$ cat src/rtl/tos_link_tx_sched_if.sv
// Requester-side and link-side signals of the 3-of-6 link transmit scheduler.
// The master drives requests and the link acknowledge; the slave is the scheduler.
interface tos_link_tx_sched_if #(
  parameter int NUM_REQ = 4
);
  logic [NUM_REQ-1:0]    req;
  logic [NUM_REQ*24-1:0] payload_in;
  logic [NUM_REQ-1:0]    grant;
  logic                  busy;
  logic                  done;
  logic [5:0]            link_data;
  logic                  link_ack;

  modport master (
    output req, payload_in, link_ack,
    input  grant, busy, done, link_data
  );

  modport slave (
    input  req, payload_in, link_ack,
    output grant, busy, done, link_data
  );
endinterface

$ cat src/rtl/tos_link_tx_sched.sv
// Round-robin transmit scheduler: captures one requester's 24-bit payload, encodes
// it as eight 3-of-6 symbols and sends them with a four-phase return-to-null handshake.

module three_of_six_encoder (
  input  logic [23:0] data,
  output logic [47:0] cw
);
  // Each 3-bit group plus its complement always carries exactly three ones,
  // so no symbol can ever alias the all-zero null spacer.
  for (genvar k = 0; k < 8; k++) begin : g_sym
    assign cw[6*k+5 -: 3] = data[3*k+2 -: 3];
    assign cw[6*k+2 -: 3] = ~data[3*k+2 -: 3];
  end
endmodule

module tos_link_tx_sched #(
  parameter int NUM_REQ     = 4,
  parameter int SYNC_STAGES = 2
) (
  input logic                clk,
  input logic                rst_n,
  tos_link_tx_sched_if.slave bus
);
  localparam int PW = (NUM_REQ > 1) ? $clog2(NUM_REQ) : 1;

  typedef enum logic [1:0] {S_IDLE, S_LOAD, S_DATA, S_NULL} state_e;

  state_e                  state_q, state_d;
  logic [PW-1:0]           ptr_q, ptr_d;
  logic [2:0]              idx_q, idx_d;
  logic [23:0]             pay_q, pay_d;
  logic [NUM_REQ-1:0]      grant_q, grant_d;
  logic                    busy_q, busy_d;
  logic                    done_q, done_d;
  logic [5:0]              ld_q, ld_d;
  logic [SYNC_STAGES-1:0]  sync_q, sync_d;
  logic                    ack_s;
  logic [NUM_REQ-1:0][23:0] pay_in;
  logic [7:0][5:0]         sym;
  logic                    win_vld;
  logic [PW-1:0]           win_idx;

  assign pay_in = bus.payload_in;
  assign sync_d = {sync_q[SYNC_STAGES-2:0], bus.link_ack};
  assign ack_s  = sync_q[SYNC_STAGES-1];

  three_of_six_encoder u_enc (
    .data (pay_q),
    .cw   (sym)
  );

  // Scan from the highest offset down so the candidate closest to ptr is kept last.
  always_comb begin
    int            cand;
    logic [PW-1:0] cidx;
    cand    = 0;
    cidx    = '0;
    win_vld = 1'b0;
    win_idx = '0;
    for (int off = NUM_REQ-1; off >= 0; off--) begin
      cand = (int'(ptr_q) + off) % NUM_REQ;
      cidx = PW'(cand);
      if (bus.req[cidx]) begin
        win_vld = 1'b1;
        win_idx = cidx;
      end
    end
  end

  always_comb begin
    state_d = state_q;
    ptr_d   = ptr_q;
    idx_d   = idx_q;
    pay_d   = pay_q;
    grant_d = '0;
    busy_d  = busy_q;
    done_d  = 1'b0;
    ld_d    = ld_q;
    case (state_q)
      S_IDLE: begin
        if (win_vld) begin
          pay_d   = pay_in[win_idx];
          grant_d = NUM_REQ'(1) << win_idx;
          ptr_d   = (win_idx == PW'(NUM_REQ-1)) ? '0 : win_idx + PW'(1);
          busy_d  = 1'b1;
          state_d = S_LOAD;
        end
      end
      S_LOAD: begin
        ld_d    = sym[0];
        idx_d   = 3'd0;
        state_d = S_DATA;
      end
      S_DATA: begin
        if (ack_s) begin
          ld_d    = 6'd0;
          state_d = S_NULL;
        end
      end
      S_NULL: begin
        if (!ack_s) begin
          if (idx_q != 3'd7) begin
            idx_d   = idx_q + 3'd1;
            ld_d    = sym[idx_q + 3'd1];
            state_d = S_DATA;
          end else begin
            done_d  = 1'b1;
            busy_d  = 1'b0;
            state_d = S_IDLE;
          end
        end
      end
      default: state_d = S_IDLE;
    endcase
  end

  always_ff @(posedge clk or negedge rst_n) begin
    if (!rst_n) begin
      state_q <= S_IDLE;
      ptr_q   <= '0;
      idx_q   <= 3'd0;
      pay_q   <= '0;
      grant_q <= '0;
      busy_q  <= 1'b0;
      done_q  <= 1'b0;
      ld_q    <= 6'd0;
      sync_q  <= '0;
    end else begin
      state_q <= state_d;
      ptr_q   <= ptr_d;
      idx_q   <= idx_d;
      pay_q   <= pay_d;
      grant_q <= grant_d;
      busy_q  <= busy_d;
      done_q  <= done_d;
      ld_q    <= ld_d;
      sync_q  <= sync_d;
    end
  end

  assign bus.grant     = grant_q;
  assign bus.busy      = busy_q;
  assign bus.done      = done_q;
  assign bus.link_data = ld_q;
endmodule

$ cat src/flat_wrapper.sv
// flat-port wrapper written by rule: the top's interface ports become plain ports
module tos_link_tx_sched_flat 
#(
  parameter int NUM_REQ     = 4,
  parameter int SYNC_STAGES = 2
)
  (clk, rst_n, bus_req, bus_payload_in, bus_link_ack, bus_grant, bus_busy, bus_done, bus_link_data);
  tos_link_tx_sched_if #(.NUM_REQ(NUM_REQ)) bus_i ();
  input logic clk;
  input logic rst_n;
  input wire logic [$bits(bus_i.req)-1:0] bus_req;
  input wire logic [$bits(bus_i.payload_in)-1:0] bus_payload_in;
  input wire logic [$bits(bus_i.link_ack)-1:0] bus_link_ack;
  output wire logic [$bits(bus_i.grant)-1:0] bus_grant;
  output wire logic [$bits(bus_i.busy)-1:0] bus_busy;
  output wire logic [$bits(bus_i.done)-1:0] bus_done;
  output wire logic [$bits(bus_i.link_data)-1:0] bus_link_data;
  assign bus_i.req = bus_req;
  assign bus_i.payload_in = bus_payload_in;
  assign bus_i.link_ack = bus_link_ack;
  assign bus_grant = bus_i.grant;
  assign bus_busy = bus_i.busy;
  assign bus_done = bus_i.done;
  assign bus_link_data = bus_i.link_data;
  tos_link_tx_sched #(.NUM_REQ(NUM_REQ), .SYNC_STAGES(SYNC_STAGES)) u_core (.clk(clk), .rst_n(rst_n), .bus(bus_i));
endmodule
$ cat config.mk
export PLATFORM = sky130hd
export DESIGN_NAME = tos_link_tx_sched_flat
export DESIGN_NICKNAME = d
export VERILOG_FILES = /design/src/rtl/tos_link_tx_sched_if.sv /design/src/rtl/tos_link_tx_sched.sv /design/src/flat_wrapper.sv
export SDC_FILE = /design/constraint.sdc
export NUM_CORES = 1
export LEC_CHECK = 0
export ABC_AREA = 1
export CAP_MARGIN = 20
export CORE_MARGIN = 10
export CORE_UTILIZATION = 30
export CTS_CLUSTER_DIAMETER = 50
export DETAILED_ROUTE_END_ITERATION = 8
export MAX_ROUTING_LAYER = met4
export PLACE_DENSITY_LB_ADDON = 0.3
export SLEW_MARGIN = 20
export SYNTH_ARGS = -nofsm -noshare
export SYNTH_HDL_FRONTEND = slang
export SYNTH_SLANG_ARGS = --single-unit
$ cat constraint.sdc
create_clock -name clk -period 3.16 [get_ports clk]
set_input_delay 0.632 -clock clk [delete_from_list [all_inputs] [get_ports clk]]
set_output_delay 0.632 -clock clk [all_outputs]
set_load 0.05 [all_outputs]
# Yosys cells after proc, flatten, opt, wreduce, memory -nomap -nowiden
# Index checks and enable logic that the tools add are counted.
# op_classes
addsub,5
eq_ne,10
shift,1
reduce_logical,9
bitwise_logic,8
n_lt_le_gt_ge,6
muxes,42
# op_table
cell,n
binary-select mux 24 bit (select 2 bit),1
2-to-1 mux 24 bit,1
2-to-1 mux 6 bit,4
NOT 3 bit,8
binary-select mux 6 bit (select 3 bit),1
2-to-1 mux 2 bit,9
case mux 6 bit (3 select lines),1
"less-than comparator 2 x 3 -> 1 bit, second input constant",5
2-to-1 mux 1 bit,14
binary-select mux 1 bit (select 2 bit),4
2-to-1 mux 4 bit,2
case mux 2 bit (4 select lines),1
AND reduction 4 bit,2
"equality test 2 bit, second input constant",3
2-to-1 mux 3 bit,2
"inequality test 2 x 1 -> 1 bit, second input constant",3
case mux 3 bit (2 select lines),1
AND reduction 3 bit,2
"adder 2 x 1 -> 2 bit, second input constant",2
"adder 2 bit, second input constant",2
"less-than comparator 3 x 4 -> 1 bit, second input constant",1
"inequality test 2 bit, second input constant",2
nonzero test 2 bit,2
"<< shifter 1 x 2 -> 4 bit, first input constant",1
7 further kinds,7
# totals
output_inout_bits,12
in_bits,103
wordCells,90
ff_bits,45

# Logic depth before layout (Yosys ltp)
# logic_depth
ltp_word,10
ltp_mapped,15
mapped_depth_nobuf,13

# Modules after synthesis
# From an unflattened synthesis, not the netlist that was laid out.
# hier_totals
hier_cells,643
area_unflattened_um2,3804.9
# by_module_without_submodules
module,seq_area_each_um2,n_inst,cells_per_inst,area_per_inst_um2
tos_link_tx_sched,1126.1,1,595,3534.6
three_of_six_encoder,0.0,1,48,270.3

# Worst setup path after synthesis
# No wires, ideal clock.
# synth_timing
kind,input-to-reg
start,input port bus_req[3]
end,register u_core.ptr_q[1]
required_time_ps,3034
slack_ps,1146
path_buffers,1
cell_stages,13
setup_ps,126
arrival_time_ps,1888
cell_sequence,inv_1 -> nand2_1 -> nand3_1 -> nand2_1 -> nand3_2 -> nand2_1 -> nand2_2 -> nand2_2 -> buf_2 -> inv_1 -> ha_1 -> nand2_1 -> o21ai_0
# synth_between
elab_chain_cells,8
elab_cells_between_ends,20
cone_classes,1 x add/sub; 1 x eq/ne; 17 x mux; 1 x reduce/logical
# synth_rtl
item,line_no,rtl
"start, declared",flat_wrapper.sv:11,input wire logic [$bits(bus_i.req)-1:0] bus_req;
binary-select mux 1 bit (select 2 bit),tos_link_tx_sched.sv:63,if (bus.req[cidx]) begin
2-to-1 mux 1 bit (implied by the code),tos_link_tx_sched.sv:63,
2-to-1 mux 2 bit (4 in a row),tos_link_tx_sched.sv:63,
adder 2 x 1 -> 2 bit or equality test 2 bit (tied branches),tos_link_tx_sched.sv:84,ptr_d = (win_idx == PW'(NUM_REQ-1)) ? '0 : win_idx + PW'(1);
2-to-1 mux 2 bit,tos_link_tx_sched.sv:84,
"end signal, assigned",tos_link_tx_sched.sv:130,ptr_q <= ptr_d;
"end, declared",tos_link_tx_sched.sv:29,"logic [PW-1:0] ptr_q, ptr_d;"
# Parallel ways exist; a longest one is shown, timed or not. The select of a mux whose other input is x is not followed.
# A chain may end at the register's enable or synchronous reset.

# Worst setup path in the final report
# layout_timing
start,input port bus_req[1]
end,register u_core.pay_q[20]
# layout_between
elab_chain_cells,8
elab_cells_between_ends,19
cone_classes,18 x mux; 1 x reduce/logical
# layout_rtl
item,line_no,rtl
binary-select mux 1 bit (select 2 bit),tos_link_tx_sched.sv:63,
2-to-1 mux 1 bit (implied by the code),tos_link_tx_sched.sv:63,
2-to-1 mux 2 bit (4 in a row),tos_link_tx_sched.sv:63,
binary-select mux 24 bit (select 2 bit),tos_link_tx_sched.sv:82,pay_d = pay_in[win_idx];
2-to-1 mux 24 bit (implied by the code),tos_link_tx_sched.sv:82,
"end signal, assigned",tos_link_tx_sched.sv:132,pay_q <= pay_d;
"end, declared",tos_link_tx_sched.sv:31,"logic [23:0] pay_q, pay_d;"
# Parallel ways exist; a longest one is shown, timed or not. The select of a mux whose other input is x is not followed.

==> impl_metrics.env <==
export IMPL_die_area_sq_mm=0.0165
export IMPL_placementRows=39
export IMPL_core_region_area_sq_mm=0.0115
export IMPL_drv_slew=0
export IMPL_floorplan_die_width_um=128
export IMPL_critPathTopFamily="buffers and inverters"
export IMPL_intPower_uw=2150
export IMPL_total_leakage_power_uw=0.00272
export IMPL_crit_path_max_incr_delay_ps=480
export IMPL_pin_count_of_the_biggest_net_entering_global_routing=49
export IMPL_sum_of_overflow_across_all_layers_after_global_routing=0
export IMPL_worstSetupPathType="input pin to flop"
export IMPL_netlist_area_sq_mm=0.00353
export IMPL_layout_min_cycle_time_ps=2420
export IMPL_nNetsFinal=781
export IMPL_drt_wirelength_per_cell_um=12.8
export IMPL_final_hold_viol_count=0
export IMPL_setup_worst_path_end_class="flop"
export IMPL_ff_to_ff_path_depth=12
export IMPL_p_switching_uw=2130
export IMPL_tritoncts_num_buffers=5
export IMPL_drt_iter0_drc=294
export IMPL_cts_hold_repair_buffers=0
export IMPL_clock_power_share_pct=15.6
export IMPL_grt_setup_unrepaired="no"
export IMPL_count_of_mapped_cells_out_of_synthesis=575
export IMPL_timing_rr_end="u_core.ptr_q[1]$_DFFE_PN0P_"
export IMPL_maxCapViolations=0
export IMPL_power_switching_share_pct=49.7
export IMPL_slew_headroom_pct=62.9
export IMPL_portBuffers=114
export IMPL_yosys_register_bits=45
export IMPL_postCtsResizedCells=0
export IMPL_hold_path_class="input pin to async pin"
export IMPL_status="complete, no violations"
export IMPL_tritoncts="yes"
export IMPL_timing_critical_path_mode_cell="sky130_fd_sc_hd__nand2_1"
export IMPL_clock_tree_htree_level_count=2
export IMPL_area_delta_synth_final_pct=39.0
export IMPL_worst_endpoint_required_ps=3340
export IMPL_dpl_hpwl_um=8270
export IMPL_critPathSlowestCell="sky130_fd_sc_hd__clkdlybuf4s50_1"
export IMPL_critical_path_maximum_fanout=48
export IMPL_highest_signal_layer="met4"
export IMPL_rrSetupSlack_ps=980
export IMPL_n_antenna_cell=0
export IMPL_detail_route_drc_violations=0
export IMPL_antenna_found_initial=0
export IMPL_met2_length_um=5000
export IMPL_ios=115
export IMPL_worst_slew_pin_transition_ps=556
export IMPL_cts_clk_slew_worst_paths_ps=60
export IMPL_total_global_route_track_usage_pct=13.0
export IMPL_netlist_cell_type_count=24
export IMPL_critPathLaunchType="input pin"
export IMPL_later_pin_clock_latency_in_the_skew_report_ps=290
export IMPL_mappedNetlistNets=684
export IMPL_finalSetupTns_ps=0
export IMPL_place_gp_congestion=0.915
export IMPL_clk_path_buf_depth=2
export IMPL_drt_pre_antenna_iters=4
export IMPL_fin_worst_skew_ps=7.71
export IMPL_worst_hold_check_slack_ps=335
export IMPL_r2r_start="u_core.ptr_q[0]$_DFFE_PN0P_"
export IMPL_cp_data_arrival_time_ps=2600
export IMPL_synth_yosys_seq_area_share_pct=31.9
export IMPL_worst_ir_drop_vdd_mv=0.497
export IMPL_cp_buf_inv_count=3
export IMPL_drtAntennaViolNets=0
export IMPL_synth_avg_cell_area_sq_um=6.13
export IMPL_highest_clock_rate_mhz=414
export IMPL_total_power_uw=4270
export IMPL_cts_sinks=45
export IMPL_synth_warnings=0
export IMPL_setup_viol_count_final=0
export IMPL_clock_tree_root_cell="sky130_fd_sc_hd__clkbuf_16"
export IMPL_grt_pass1_wl_um=17700
export IMPL_fillCellCount=1188
export IMPL_floorplan_initialDensity_pct=30.7
export IMPL_share_seq_of_total_power_pct=19.9
export IMPL_die_height_um=128
export IMPL_route_layer_met1_wl_um=4730
export IMPL_finalCoreUtilization_pct=42.7
export IMPL_multi_input_area_sq_mm=0.00175
export IMPL_pwr_density_mw_per_mm2=872
export IMPL_combinationalPowerShare_pct=64.5
export IMPL_routed_wl_um=10400
export IMPL_post_cts_setup_buffer_count=0
export IMPL_first_global_vias=3828
export IMPL_drive_gt1_share_pct=4.61
export IMPL_route_vias_total=3760
export IMPL_area_sequential_sq_mm=0.00113
export IMPL_via_per_inst=4.61
export IMPL_critical_path_cell_chain="clkdlybuf4s50_1 -> inv_1 -> o21ai_1 -> nand2_2 -> nand3_2 -> nand2_1 -> nand2_2 -> buf_4 -> nand3_1 -> nand3_1 -> nand2_1 -> nand2_1 -> nand2_1"
export IMPL_ratio_of_final_minimum_period_to_clock_period_pct=76.5
export IMPL_wl_met3_um=578
## cell families (layout without fill, tap and decap cells)
kind of cell               count (synthesis)  in the layout  synth area share [%]
buffers and inverters                    152            250                  18.3
AOI/OAI and AO/OA                         47             47                  7.31
adders and majority gates                  6              6                  2.13
and+or+nand+nor                          325            325                  40.3
DFF                                       45             45                  31.9
## power by group through the flow
stage          combinational, uW  sequential (uW)  clock (uW)
6_report                    2760              851         666
5_1_grt                     3170              876         706
4_1_cts                     2790              854         681
3_5_place_dp                2770              860           0
3_3_place_gp                2710              857           0
2_1_floorplan               2100              933           0
## through the flow
step	area, sq um	std cells	worst slack, ps
after floorplan	3530	575	1150
after global placement	4710	808	532
after detailed placement	4710	808	426
after CTS	4900	816	742
after global routing	4900	816	490
final	4900	816	742
## cells in the mapped netlist
master | instances | share of area [%]
sky130_fd_sc_hd__nor2_2 | 1 | 0.18
sky130_fd_sc_hd__inv_1 | 119 | 13
sky130_fd_sc_hd__inv_2 | 3 | 0.32
sky130_fd_sc_hd__nor2_8 | 1 | 0.57
sky130_fd_sc_hd__nor2_4 | 2 | 0.64
sky130_fd_sc_hd__a21oi_1 | 9 | 1.3
sky130_fd_sc_hd__clkbuf_1 | 5 | 0.53
sky130_fd_sc_hd__inv_4 | 1 | 0.18
sky130_fd_sc_hd__nand4_1 | 1 | 0.18
sky130_fd_sc_hd__buf_2 | 13 | 1.8
sky130_fd_sc_hd__nor2_1 | 22 | 2.3
sky130_fd_sc_hd__buf_6 | 4 | 1.3
sky130_fd_sc_hd__o21ai_0 | 29 | 4.1
sky130_fd_sc_hd__o21ai_1 | 2 | 0.28
sky130_fd_sc_hd__dfrtp_1 | 45 | 32
sky130_fd_sc_hd__nand3_2 | 4 | 1.1
sky130_fd_sc_hd__nand3_1 | 104 | 15
sky130_fd_sc_hd__buf_4 | 7 | 1.5
sky130_fd_sc_hd__ha_1 | 6 | 2.1
sky130_fd_sc_hd__o21ai_4 | 1 | 0.46
sky130_fd_sc_hd__nand2_1 | 186 | 20
sky130_fd_sc_hd__a31oi_1 | 3 | 0.53
sky130_fd_sc_hd__o211ai_1 | 3 | 0.64
sky130_fd_sc_hd__nand2_2 | 4 | 0.71
## registers in the layout (all words and copies together), names as in the netlist
| signal | count |
|---|---|
| u_core.idx_q | 3 |
| u_core.sync_q | 2 |
| u_core.bus.busy | 1 |
| u_core.pay_q | 24 |
| u_core.state_q | 2 |
| u_core.ptr_q | 2 |
| u_core.bus.done | 1 |
| u_core.bus.link_data | 6 |
| u_core.bus.grant | 4 |
## final cells by class
cell class | instances | area share [%]
Tap cell | 143 | 3.65
Inverter | 123 | 9.47
Multi-Input combinational cell | 378 | 35.8
Clock buffer | 5 | 2.55
Timing Repair Buffer | 119 | 24.2
Clock inverter | 3 | 1.33
Sequential cell | 45 | 23.0
## worst max path at each step
stage	cells past startpoint	start	to
after global placement	13	bus_req[3]	u_core.ptr_q[1]$_DFFE_PN0P_
final	13	bus_req[1]	u_core.pay_q[20]$_DFFE_PN0P_
after CTS	13	bus_req[3]	u_core.ptr_q[1]$_DFFE_PN0P_
after global routing	13	bus_req[1]	u_core.pay_q[20]$_DFFE_PN0P_
after detailed placement	13	bus_req[3]	u_core.ptr_q[1]$_DFFE_PN0P_
after floorplan	13	bus_req[3]	u_core.ptr_q[1]$_DFFE_PN0P_
## routing by layer
metal | global-route usage, % | up-vias
li1 | - | 1948
met1 | 16.3 | 1718
met2 | 20.8 | 86
met3 | 3.08 | 8
met4 | 3.11 | 0
met5 | - | -
## placed cells by master, fill, tap and decap left out, types with 5 or more instances in the layout
cell type	instances
sky130_fd_sc_hd__a21oi_1	9
sky130_fd_sc_hd__clkdlybuf4s50_1	113
sky130_fd_sc_hd__o21ai_0	29
sky130_fd_sc_hd__dfrtp_1	45
sky130_fd_sc_hd__ha_1	6
sky130_fd_sc_hd__nand3_1	104
sky130_fd_sc_hd__buf_4	5
sky130_fd_sc_hd__clkbuf_16	5
sky130_fd_sc_hd__inv_1	119
sky130_fd_sc_hd__nand2_1	186
sky130_fd_sc_hd__nor2_1	22
Note: power is estimated with default switching activity, not from simulation.
